$ cat config.mk
export PLATFORM = sky130hd
export DESIGN_NAME = key_encoder16_4
export DESIGN_NICKNAME = d
export VERILOG_FILES = /design/src/rtl/key_encoder16_4.sv
export SDC_FILE = /design/constraint.sdc
export NUM_CORES = 1
export LEC_CHECK = 0
export ABC_AREA = 1
export CAP_MARGIN = 20
export CELL_PAD_IN_SITES_DETAIL_PLACEMENT = 1
export CELL_PAD_IN_SITES_GLOBAL_PLACEMENT = 1
export CORE_ASPECT_RATIO = 0.5
export CORE_MARGIN = 2
export CORE_UTILIZATION = 41
export DETAILED_ROUTE_END_ITERATION = 10
export GPL_TIMING_DRIVEN = 0
export HOLD_SLACK_MARGIN = 0.1
export PLACE_DENSITY = 0.91
export SLEW_MARGIN = 20
export SYNTH_ARGS = -nofsm -noshare
export SYNTH_HDL_FRONTEND = slang
export SYNTH_SLANG_ARGS = --single-unit
$ cat constraint.sdc
create_clock -name clk -period 2.4 [get_ports clk]
set_clock_uncertainty 0.1 [all_clocks]
set_input_delay 0.24 -clock clk [delete_from_list [all_inputs] [get_ports clk]]
set_output_delay 0.24 -clock clk [all_outputs]
set_load 0.03 [all_outputs]
$ cat src/rtl/key_encoder16_4.sv
// Registered, debounced 16-to-4 priority encoder with a one-deep press-event handshake.
// Raw key lines pass a two-flop synchroniser, a debounce FSM, then a highest-bit encoder.
module key_encoder16_4 #(
  parameter int DEBOUNCE_CYCLES = 4
) (
  input  logic        clk,
  input  logic        rst,
  input  logic        enable,
  input  logic [15:0] in_data,
  output logic [3:0]  out_code,
  output logic        out_valid,
  output logic        out_multi,
  output logic        ev_valid,
  output logic [3:0]  ev_code,
  input  logic        ev_ready,
  output logic        ev_overflow,
  output logic        release_pulse
);

  localparam int CNT_W = $clog2(DEBOUNCE_CYCLES);
  localparam logic [CNT_W-1:0] CNT_MAX = CNT_W'(DEBOUNCE_CYCLES - 1);

  typedef enum logic [1:0] {
    IDLE      = 2'd0,
    DEB_PRESS = 2'd1,
    PRESSED   = 2'd2,
    DEB_REL   = 2'd3
  } state_t;

  function automatic logic [3:0] f_encode(input logic [15:0] v);
    logic [3:0] enc;
    enc = '0;
    for (int i = 0; i < 16; i++) begin
      if (v[i]) enc = 4'(i);
    end
    return enc;
  endfunction

  logic [15:0]      r_sync1;
  logic [15:0]      r_in_sync;
  state_t           r_state;
  logic [CNT_W-1:0] r_cnt;
  logic [15:0]      r_cand;
  logic [15:0]      r_stable_mask;

  logic [3:0]       r_out_code;
  logic             r_out_valid;
  logic             r_out_multi;
  logic             r_ev_valid;
  logic [3:0]       r_ev_code;
  logic             r_ev_overflow;
  logic             r_release;

  state_t           w_state_nxt;
  logic [CNT_W-1:0] w_cnt_nxt;
  logic [15:0]      w_cand_nxt;
  logic [15:0]      w_mask_nxt;
  logic             w_raise;
  logic             w_release;
  logic             w_sync_zero;
  logic [3:0]       w_cand_code;
  logic             w_cand_multi;

  assign w_sync_zero  = (r_in_sync == 16'h0000);
  assign w_cand_code  = f_encode(r_cand);
  // Clearing the lowest set bit leaves something only if two or more bits were set.
  assign w_cand_multi = |(r_cand & (r_cand - 16'd1));

  // NOTE: every signal written here gets a default first, so no path leaves it unassigned (no latch).
  always_comb begin
    w_state_nxt = r_state;
    w_cnt_nxt   = r_cnt;
    w_cand_nxt  = r_cand;
    w_mask_nxt  = r_stable_mask;
    w_raise     = 1'b0;
    w_release   = 1'b0;
    case (r_state)
      IDLE: begin
        if (!w_sync_zero) begin
          w_cand_nxt  = r_in_sync;
          w_cnt_nxt   = '0;
          w_state_nxt = DEB_PRESS;
        end
      end
      DEB_PRESS: begin
        if (w_sync_zero) begin
          w_state_nxt = IDLE;
        end else if (r_in_sync != r_cand) begin
          w_cand_nxt = r_in_sync;
          w_cnt_nxt  = '0;
        end else if (r_cnt == CNT_MAX) begin
          w_state_nxt = PRESSED;
          w_mask_nxt  = r_cand;
          w_raise     = 1'b1;
        end else begin
          w_cnt_nxt = r_cnt + 1'b1;
        end
      end
      PRESSED: begin
        if (r_in_sync == r_stable_mask) begin
          w_state_nxt = PRESSED;
        end else if (w_sync_zero) begin
          w_cnt_nxt   = '0;
          w_state_nxt = DEB_REL;
        end else begin
          w_cand_nxt  = r_in_sync;
          w_cnt_nxt   = '0;
          w_state_nxt = DEB_PRESS;
        end
      end
      DEB_REL: begin
        if (r_in_sync == r_stable_mask) begin
          w_state_nxt = PRESSED;
        end else if (!w_sync_zero) begin
          w_cand_nxt  = r_in_sync;
          w_cnt_nxt   = '0;
          w_state_nxt = DEB_PRESS;
        end else if (r_cnt == CNT_MAX) begin
          w_state_nxt = IDLE;
          w_release   = 1'b1;
        end else begin
          w_cnt_nxt = r_cnt + 1'b1;
        end
      end
      default: w_state_nxt = IDLE;
    endcase
  end

  // NOTE: sequential state uses non-blocking assignments so all flops update together at the edge.
  always_ff @(posedge clk) begin
    if (rst || !enable) begin
      r_sync1       <= '0;
      r_in_sync     <= '0;
      r_state       <= IDLE;
      r_cnt         <= '0;
      r_cand        <= '0;
      r_stable_mask <= '0;
    end else begin
      r_sync1       <= in_data;
      r_in_sync     <= r_sync1;
      r_state       <= w_state_nxt;
      r_cnt         <= w_cnt_nxt;
      r_cand        <= w_cand_nxt;
      r_stable_mask <= w_mask_nxt;
    end
  end

  always_ff @(posedge clk) begin
    if (rst || !enable) begin
      r_out_code    <= '0;
      r_out_valid   <= 1'b0;
      r_out_multi   <= 1'b0;
      r_ev_valid    <= 1'b0;
      r_ev_code     <= '0;
      r_ev_overflow <= 1'b0;
      r_release     <= 1'b0;
    end else begin
      r_out_valid <= (w_state_nxt == PRESSED) || (w_state_nxt == DEB_REL);
      r_release   <= w_release;
      if (w_raise) begin
        r_out_code  <= w_cand_code;
        r_out_multi <= w_cand_multi;
      end else if ((w_state_nxt == IDLE) || (w_state_nxt == DEB_PRESS)) begin
        r_out_code  <= '0;
        r_out_multi <= 1'b0;
      end
      // A new event wins over an accept; it only overflows if the old one was not taken.
      if (w_raise) begin
        r_ev_valid <= 1'b1;
        r_ev_code  <= w_cand_code;
        if (r_ev_valid && !ev_ready) r_ev_overflow <= 1'b1;
      end else if (r_ev_valid && ev_ready) begin
        r_ev_valid <= 1'b0;
      end
    end
  end

  assign out_code      = r_out_code;
  assign out_valid     = r_out_valid;
  assign out_multi     = r_out_multi;
  assign ev_valid      = r_ev_valid;
  assign ev_code       = r_ev_code;
  assign ev_overflow   = r_ev_overflow;
  assign release_pulse = r_release;

endmodule

======== Word level (Yosys, flattened, before mapping) ========
Cells that the tools add are included.
cells by class
  $add $sub $neg .......................... 2
  equal/unequal tests ..................... 15
  multiplexer cells ....................... 48
  bitwise gates (word level) .............. 4
  reduce and logical (&&, ||, !) cells .... 19
operators by type and width
  operator               number
  $mux 16                4
  $mux 4                 16
  $pmux 16 s3            1
  $mux 2                 16
  $and 16x16->16         1
  $eq 16x16->1           1
  $logic_not 16->1       1
  $ne 16x16->1           1
  $pmux 2 s4             2
  $reduce_or 16->1       1
  $sub 16x1->16 const B  1
  $ne 2x2->1 const B     6
  $eq 2x2->1 const B     5
  $mux 1                 9
  $reduce_and 4->1       2
  $eq 2x1->1 const B     2
  $logic_not 2->1        2
  $reduce_bool 2->1      2
  $reduce_or 4->1        1
  $logic_or 1x1->1       3
  $not 1->1              3
  $reduce_and 3->1       1
  $add 2x1->2 const B    1
  $logic_and 1x1->1      2
  3 further kinds        4
word-level totals
  flip-flop bits (word level) ............. 81
  input bits .............................. 20

======== Logic depth before layout (Yosys ltp) ========
Gate-level depths: netlist of run 1.
  word-level depth ........................ 16
  gate-level depth with buffers ........... 17
  depth with buffers taken out ............ 17

======== Worst setup path after synthesis of run 1 ========
OpenSTA, ideal clock, no wires.
  path type ............................... register to register
  from .................................... register r_cand[4]
  to ...................................... register r_cand[14]
  library setup time ...................... 0.111 ns
  arrival ................................. 1.668 ns
  slack ................................... 0.521 ns
  stages on the path, launching flop included .. 15
  buffers on the path ..................... 2
  path through ............................ dfxtp_1 -> inv_2 -> nand2_1 -> nand2_1 -> a21oi_2 -> nand2_1 -> nor3_4 -> nand2_2 -> nor2_4 -> nor2_4 -> and2_4 -> buf_6 -> buf_6 -> nor2_2 -> nor2_1
between the ends
  word-level cells in the longest chain between the ends .. 3
ends and longest elaborated chain
  element                     line  source
  start: declaration          43    logic [15:0] r_cand;
  start signal: assignment    143   r_cand <= w_cand_nxt;
  $ne 16x16->1                88    end else if (r_in_sync != r_cand) begin
  $ne 2x2->1 (no line)        -
  $reduce_and 3->1 (no line)  -
Every way passes these cells.
A chain may end at the register's enable or synchronous reset.

======== Worst setup path in the final report of run 1 ========
  from .................................... register r_cand[3]
  to ...................................... register r_cand[11]
The elaborated chain is that of the path after synthesis.

==> results.toml, run 1 <==
[clock_network]
clk_pin_slew_worst_paths_ns = 0.07
cts_max_path_buffers = 2
clk_latency_ns = 0.35
cts_sinks = 81
holdBufCountCts = 0
numCtsBuffers = 9
cts_tree = "yes"
cts_root_buffer = "clkbuf_16"
h-tree-depth = 3

[cells_and_area]
stdcell_area_um2 = 4390
area_growth_pct = 22.5
diodes = 0
n_fill_cell = 1100
drive_gt1_frac = 0.111
fin_nets = 574

[grt]
grt_pass1_wl_um = 20400
antenna_found_initial = 0
grt_max_degree = 16
first_global_vias = 3784
grt_overflow = 0
track_usage = 0.287

[setup_path]
path_common_cell = "nor2_4"
cp-startpoint = "r_cand[3]$_SDFFE_PP0P_"
slowest_stage = "dfxtp_1"
critical-path-max-stage-delay_ns = 0.36
critPathLaunchType = "register"
crit_arrival_ns = 2.48
r2r_slack_ns = 0.05
crit_buf_inv = 2
cpLargestDelayFamily = "simple AND/OR/NAND/NOR gates"
cp_max_fo = 10
reg2reg_from = "r_cand[3]$_SDFFE_PP0P_"
crit_path_cell_trace = "xnor2_1 > nand4_1 > nor2_4 > nand2_2 > nor2_4 > nor2_4 > and2_4 > buf_6 > buf_6 > nor2_2 > nor2_1"
worstSetupPathType = "register to register"
crit_required_ns = 2.53
crit_cells = 11
crit_end = "r_cand[11]$_SDFFE_PP0P_"
rr_endpoint = "r_cand[11]$_SDFFE_PP0P_"
crit_path_end_kind = "register"
reg2regPathDepth = 11

[routing]
routed_wl_um = 13000
vias = 3598
post_drt_wl_per_cell_um = 19.3
drtIter0Drc = 355
dr.pass1.iters = 5
drc = 0
via_per_inst = 5.32
postRouteAntennaNets = 0

[status]
status = "complete, no violations"

[place]
placed_area_um2 = 4050
gp_congestion = 0.877
dp_hpwl_um = 8100
placement.io_buffers = 32

[synth]
yosysSeqAreaShare = 0.452
async_reset_ff_frac = 0
yosysTopAreaCellShare = 0.452
avgSynthCellArea_um2 = 7.06
synth_cell_types = 32
syn_area_um2 = 3590
synthTopCellsByCount = "nand2_1, nor2_1, dfxtp_1"
synthCells = 508
yosysTopAreaCell = "dfxtp_1"
ys_ff_latch = 81
synth_ff_type = "dfxtp_1"
synth.most_common_cell = "nand2_1"
yosys_warnings = 0
synth_edf_count = 0
syn-num-nets = 528
ys_top_cells_by_area = "dfxtp_1, nand2_1, nor2_1"

[die]
die_area_um2 = 9560
die_x_um = 136
start_util = 0.418
die_h_um = 70.1
num_io_pins = 33
rows = 24
core_area_um2 = 8590

[run]
maxCapViolCount = 0

[pwr]
power_density_nw_per_um2 = 751
ir_drop_uv = 532
cellLeakagePower_nw = 1.88

[timing]
hold_violations = 0
max_slew_margin = 0.536
worst_pin_slew_ns = 0.696
fin_crit_sh = 0.979
setup_violations = 0
fmax_mhz = 425
finalMaxSlewViolations = 0
fin_tns_setup_ns = 0
period_minus_slack_ns = 2.35

[worst_hold_path]
hold_class = "register to register"
-- worst min-delay path by stage --
stage	from	endpoint	slack (ns)	cells past startpoint
CTS	in_data[2]	r_sync1[2]$_SDFF_PP0_	0.31	3
floorplan	in_data[0]	r_sync1[0]$_SDFF_PP0_	0.25	2
detailed placement	r_sync1[10]$_SDFF_PP0_	r_in_sync[10]$_SDFF_PP0_	0.30	2
global placement	r_sync1[3]$_SDFF_PP0_	r_in_sync[3]$_SDFF_PP0_	0.30	2
global route	r_sync1[15]$_SDFF_PP0_	r_in_sync[15]$_SDFF_PP0_	0.32	2
finish	r_sync1[1]$_SDFF_PP0_	r_in_sync[1]$_SDFF_PP0_	0.31	2
-- routing by layer --
layer	vias up	wire, um	track usage
li1	1656	-	-
met1	1744	5550	0.361
met2	169	6110	0.469
met3	29	1060	0.0792
met4	0	313	0.110
met5	-	0	0
-- sequential cells by signal, indices dropped and copies added (netlist names) --
name and count:
out_code 4, r_cand 16, r_cnt 2, r_state 2, r_stable_mask 16, ev_code 4, release_pulse 1, ev_overflow 1
out_valid 1, ev_valid 1, r_in_sync 16, out_multi 1, r_sync1 16
-- power breakdown --
part	switching (mW)	internal [mW]
clock network	0.623	0.713
registers	0.0411	1.38
logic	0.362	0.181
-- metrics by stage --
step	setup WS [ns]	hold slack [ns]	instances	power, mW	utilization
finish	0.0498	0.307	676	3.30	0.512
global route	-0.0222	0.322	676	3.40	0.512
CTS	0.0117	0.308	673	3.26	0.506
detailed placement	0.0798	0.302	657	1.92	0.472
global placement	0.140	0.296	657	1.90	0.472
floorplan	0.521	0.252	508	1.76	-
-- layout make-up --
| class | instances | area, um^2 | share of cell area |
|---|---|---|---|
| Clock buffer | 10 | 229 | 0.0521 |
| Multi-Input combinational cell | 327 | 1590 | 0.363 |
| Sequential cell | 81 | 1630 | 0.371 |
| Tap cell | 117 | 146 | 0.0333 |
| Buffer | 15 | 81.3 | 0.0185 |
| Timing Repair Buffer | 35 | 343 | 0.0780 |
| Clock inverter | 6 | 48.8 | 0.0111 |
| Inverter | 85 | 319 | 0.0726 |
-- layout by cell type (no fill, tap or decap), types with 3 or more instances in the layout --
master,instances
a21oi_1,30
buf_2,3
buf_4,3
clkbuf_1,6
clkbuf_16,9
clkdlybuf4s50_1,32
clkinvlp_4,3
dfxtp_1,73
dfxtp_2,8
inv_1,80
inv_2,5
inv_6,3
nand2_1,97
nand3_1,22
nand4_1,10
nor2_1,88
nor2_2,12
nor2_4,3
nor3_1,6
o21ai_0,21
xnor2_1,13
xor2_1,6
-- what timing repair did --
item	CTS	global route
buffers inserted	0	3
resized for setup	5	14
endpoints found under the setup margin	12	28
gates cloned	0	0
pin swaps	1	3
endpoints found under the hold margin	0	0
-- kinds of logic (layout without fill, tap and decap cells) --
group | Yosys count | in the layout | share of synthesized area
AO/OA/AOI/OAI | 63 | 63 | 0.0956
XOR/XNOR | 19 | 19 | 0.0464
buffers and inverters | 100 | 151 | 0.110
flip-flops | 81 | 81 | 0.452
AND/OR/NAND/NOR | 245 | 245 | 0.296
-- worst reg2reg max path, stage by stage (launching register included) --
cell     delay, ns
dfxtp_1       0.36
xnor2_1       0.27
nand4_1       0.22
nor2_4        0.24
nand2_2       0.12
nor2_4        0.18
nor2_4        0.10
and2_4        0.18
buf_6         0.13
buf_6         0.16
nor2_2        0.11
nor2_1        0.06
No activity file was read; power rests on OpenSTA's default activity.
==> run 2: changes to the inputs <==
--- a/config.mk
+++ b/config.mk
@@ -13,7 +13,6 @@
 export CORE_MARGIN = 2
 export CORE_UTILIZATION = 41
 export DETAILED_ROUTE_END_ITERATION = 10
-export GPL_TIMING_DRIVEN = 0
 export HOLD_SLACK_MARGIN = 0.1
 export PLACE_DENSITY = 0.91
 export SLEW_MARGIN = 20
==> run 2 against run 1 <==
Worst setup slack worse by 0.034 ns. Total power up 1.1%. Die area unchanged. Cell area down 0.23%. Worst hold slack worse by 0.0076 ns. First-iteration DRC count down 14%. Routed wire length up 3.5%. Core utilization down 0.12 points. Clock power up 4%. Non-clock buffer count down 9. Critical path depth down 2.
==> results.toml, run 2 (synthesis gave the netlist of run 1 again) <==
[status]
status = "complete, no violations"

[cells_and_area]
fin_util = 0.510
multi_input_area_um2 = 1600
layout_common_cells = "nand2_1, nor2_1, dfxtp_1"
layout_commonest_cell = "nand2_1"
seqCellArea_um2 = 1620
stdcell_count = 667
drive_gt1_frac = 0.0982
fin_nets = 565
diodes = 0
area_growth_pct = 22.2
n_fill_cell = 1090

[routing]
post_drt_wl_per_cell_um = 20.2
dr.pass1.iters = 5
drc = 0
postRouteAntennaNets = 0
drtIter0Drc = 304
via_per_inst = 5.43
vias = 3620
routed_wl_um = 13500

[grt]
grt_max_degree = 36
grt_overflow = 0
track_usage = 0.281
grt_pass1_wl_um = 20100
first_global_vias = 3830
antenna_found_initial = 0

[pwr]
p_sw_mw = 1.04
pwr-share-seq = 0.425
swShare = 0.311
pwr-share-comb = 0.158
power_density_nw_per_um2 = 761
p_int_mw = 2.30
power.share.clock = 0.416
cellLeakagePower_nw = 1.88
ir_drop_uv = 539

[place]
dp_hpwl_um = 7620
dpl.cell_count = 650
dp_slack_ns = 0.119
placement.io_buffers = 32
gp_congestion = 0.936

[timing]
fin_crit_sh = 0.993
worst_pin_slew_ns = 0.424
hold_violations = 0
max_slew_margin = 0.715
period_minus_slack_ns = 2.38
finalMaxSlewViolations = 0
fmax_mhz = 419
layout_setup_ws_ns = 0.0161
setup_violations = 0

[setup_path]
cp_max_fo = 14
crit_buf_inv = 2
rr_endpoint = "r_stable_mask[4]$_SDFFE_PP0P_"
worstSetupPathType = "register to register"
slowest_stage = "dfxtp_1"
crit_path_end_kind = "register"
crit_required_ns = 2.56
reg2regPathDepth = 9
critical-path-max-stage-delay_ns = 0.49
crit_path_cell_trace = "xor2_1 > nor2_1 > nand2_1 > nor3_4 > nand4_4 > inv_6 > buf_4 > o21ai_0 > a21oi_1"
critPathLaunchType = "register"
r2r_slack_ns = 0.02
cpLargestDelayFamily = "simple AND/OR/NAND/NOR gates"
reg2reg_from = "r_cand[1]$_SDFFE_PP0P_"
crit_arrival_ns = 2.54

[clock_network]
h-tree-depth = 3
holdBufCountCts = 0
clk_pin_slew_worst_paths_ns = 0.07
cts_max_path_buffers = 2
cts_tree = "yes"
cts_root_buffer = "clkbuf_16"
clk_latency_ns = 0.36
cts_sinks = 81
numCtsBuffers = 9

[die]
start_util = 0.418
die_h_um = 70.1
num_io_pins = 33
rows = 24
die_x_um = 136
core_area_um2 = 8590
die_area_um2 = 9560

[worst_hold_path]
min-delay-start = "in_data[2]"
hold_class = "input port to register"
min_path_cells = 3
whs_endpoint = "r_sync1[2]$_SDFF_PP0_"

[run]
maxCapViolCount = 0
## run 2: power groups by stage
stage	clock network, mW	registers, mW	logic (mW)
floorplan	0	1.43	0.330
global placement	0	1.44	0.452
detailed placement	0	1.44	0.469
CTS	1.40	1.42	0.498
global route	1.46	1.42	0.570
finish	1.39	1.42	0.528
## run 2: layout make-up
type                       instances  area share
multi-input combinational        327       0.364
clock buffer                      10      0.0545
tap                              117      0.0334
inverter                          85      0.0739
sequential                        81       0.370
timing repair buffer              41      0.0914
clock inverter                     6      0.0126
## run 2: worst max path at each step
stage                            startpoint                            end  slack, ns  cells past startpoint
finish               r_cand[1]$_SDFFE_PP0P_  r_stable_mask[4]$_SDFFE_PP0P_       0.02                      9
global route        r_in_sync[3]$_SDFF_PP0_         r_cand[0]$_SDFFE_PP0P_     -0.004                     12
CTS                 r_in_sync[3]$_SDFF_PP0_  r_stable_mask[4]$_SDFFE_PP0P_       0.02                     11
detailed placement  r_in_sync[3]$_SDFF_PP0_  r_stable_mask[4]$_SDFFE_PP0P_       0.12                     11
global placement     r_cand[7]$_SDFFE_PP0P_  r_stable_mask[7]$_SDFFE_PP0P_       0.26                      8
floorplan            r_cand[4]$_SDFFE_PP0P_        r_cand[14]$_SDFFE_PP0P_       0.52                     14
## run 2: timing repair
item,in CTS,in global routing
resized for setup,2,7
pin swaps,0,1
setup endpoints to repair,1,23
setup buffers,0,1
endpoints found under the hold margin,0,0
## run 2: through the flow
step                power (mW)  instance area, um^2  TNS (ns)  hold WS [ns]
floorplan                 1.76                 3590         0         0.252
global placement          1.89                 4050         0         0.296
detailed placement        1.91                 4050         0         0.303
CTS                       3.32                 4350         0         0.300
global route              3.45                 4380  -0.00413         0.328
finish                    3.34                 4380         0         0.300
## run 2: layer usage
metal  GRT usage  share of wire  up-vias
met5           0              0        -
met2       0.457           0.47      170
met1       0.349           0.43     1759
met4      0.0914          0.029        0
met3      0.0988          0.069       51
li1            -              -     1640
## run 2: worst min-delay path: stages
cell             delay, ns
clkdlybuf4s50_1       0.39
inv_1                 0.05
nor2_1                0.03
==> run 3: changes to the inputs <==
--- a/config.mk
+++ b/config.mk
@@ -6,11 +6,11 @@
 export NUM_CORES = 1
 export LEC_CHECK = 0
 export ABC_AREA = 1
+export ABC_CLOCK_PERIOD_IN_PS = 2400
 export CAP_MARGIN = 20
 export CELL_PAD_IN_SITES_DETAIL_PLACEMENT = 1
 export CELL_PAD_IN_SITES_GLOBAL_PLACEMENT = 1
 export CORE_ASPECT_RATIO = 0.5
-export CORE_MARGIN = 2
 export CORE_UTILIZATION = 41
 export DETAILED_ROUTE_END_ITERATION = 10
 export HOLD_SLACK_MARGIN = 0.1
==> run 3 against run 2 <==
Clock power is essentially flat. First-iteration DRC count grew 14%. Die area shrank 4.3%. Critical endpoint is now r_cand[13]$_SDFFE_PP0P_.
==> results.toml, run 3 (synthesis gave the netlist of run 1 again) <==
[grt]
track_usage = 0.290
grt_pass1_wl_um = 19500
met1_usage = 0.364
first_global_vias = 3611
grt_max_degree = 36
busiest_layer = "met2"
antenna_found_initial = 0
grt_overflow = 0
grt_util_met2 = 0.491
met3_usage = 0.0630

[pwr]
ir_drop_uv = 451
power_density_nw_per_um2 = 760
cellLeakagePower_nw = 1.87

[timing]
rsz0062_at_grt = "no"
setup_violations = 0
max_slew_margin = 0.658
fin_crit_sh = 0.951
hold_violations = 0
layout_setup_ws_ns = 0.117
fin_tns_setup_ns = 0
finalMaxSlewViolations = 0
period_minus_slack_ns = 2.28
worst_pin_slew_ns = 0.509
fmax_mhz = 438

[routing]
drtIter0Drc = 347
dr.pass1.iters = 7
via_per_inst = 5.30
drc = 0
routed_wl_um = 12300
post_drt_wl_per_cell_um = 18.7
postRouteAntennaNets = 0
vias = 3506

[clock_network]
clk_latency_ns = 0.36
clk_pin_slew_worst_paths_ns = 0.07
cts_max_path_buffers = 2
cts_root_buffer = "clkbuf_16"
cts_sinks = 81
holdBufCountCts = 0
h-tree-depth = 3
cts_tree = "yes"
post_cts_buffers = 0
cts_resized = 0
numCtsBuffers = 9

[place]
gp_congestion = 0.851
dp_hpwl_um = 7700
dp_slack_ns = 0.256
placement.io_buffers = 32

[die]
rows = 23
core_area_um2 = 8230
die_x_um = 134
num_io_pins = 33
die_h_um = 68.1
start_util = 0.436
die_area_um2 = 9150

[worst_hold_path]
min_path_cells = 2
hold_class = "register to register"
min-delay-start = "r_sync1[6]$_SDFF_PP0_"
whs_endpoint = "r_in_sync[6]$_SDFF_PP0_"

[cells_and_area]
layout_commonest_cell = "nand2_1"
fin_util = 0.528
drive_gt1_frac = 0.0856
layout_common_cells = "nand2_1, nor2_1, dfxtp_1"
fin_nets = 564
area_growth_pct = 21.1
diodes = 0

[setup_path]
rr_endpoint = "r_cand[13]$_SDFFE_PP0P_"
critPathLaunchType = "register"
worstSetupPathType = "register to register"
r2r_slack_ns = 0.12
cp_max_fo = 17
crit_arrival_ns = 2.45
reg2reg_from = "r_cand[14]$_SDFFE_PP0P_"
reg2regPathDepth = 9
crit_path_end_kind = "register"
crit_required_ns = 2.56

[run]
maxCapViolCount = 0

[status]
status = "complete, no violations"
==> run 3: how the worst max path moves through the flow <==
stage,start,depth (start not counted),end
floorplan,r_cand[4]$_SDFFE_PP0P_,14,r_cand[14]$_SDFFE_PP0P_
global placement,r_in_sync[10]$_SDFF_PP0_,11,r_stable_mask[2]$_SDFFE_PP0P_
detailed placement,r_cand[15]$_SDFFE_PP0P_,10,r_cand[4]$_SDFFE_PP0P_
CTS,r_cand[14]$_SDFFE_PP0P_,10,r_cand[0]$_SDFFE_PP0P_
global route,r_in_sync[8]$_SDFF_PP0_,11,r_stable_mask[4]$_SDFFE_PP0P_
finish,r_cand[14]$_SDFFE_PP0P_,9,r_cand[13]$_SDFFE_PP0P_
==> run 3: per-layer routing <==
metal | vias up | share of wire
met5 | - | 0
met2 | 137 | 0.45
met1 | 1699 | 0.45
met4 | 0 | 0.026
li1 | 1637 | -
met3 | 33 | 0.073
==> run 3: layout make-up <==
| type | count | area, um^2 |
|---|---|---|
| multi-input combinational | 327 | 1570 |
| tap | 112 | 140 |
| clock inverter | 6 | 57.6 |
| clock buffer | 10 | 239 |
| inverter | 85 | 319 |
| sequential | 81 | 1620 |
| fill | 1043 | 3890 |
| timing repair buffer | 40 | 393 |
==> run 3: power by group <==
group          total, mW  switching [mW]  internal (mW)
sequential          1.42          0.0425           1.38
clock               1.40           0.644          0.756
combinational      0.483           0.321          0.162
total               3.30            1.01           2.29
==> run 3: critical path, stage by stage, from the launching register on <==
cell and delay (ns):
dfxtp_1 0.51, nand2_1 0.11, nand4_1 0.22, nor3_4 0.09
nand2_2 0.09, nor2_4 0.05, nor2_4 0.35, and2_4 0.40
nor2_2 0.05, nor2_1 0.19
==> run 3: through the flow <==
stage	instance area (um^2)	hold slack [ns]	std cells	total power, mW
2_1_floorplan	3590	0.252	508	1.76
3_3_place_gp	4050	0.294	645	1.88
5_1_grt	4340	0.331	661	3.41
6_report	4340	0.314	661	3.30
3_5_place_dp	4050	0.304	645	1.90
4_1_cts	4340	0.309	661	3.30
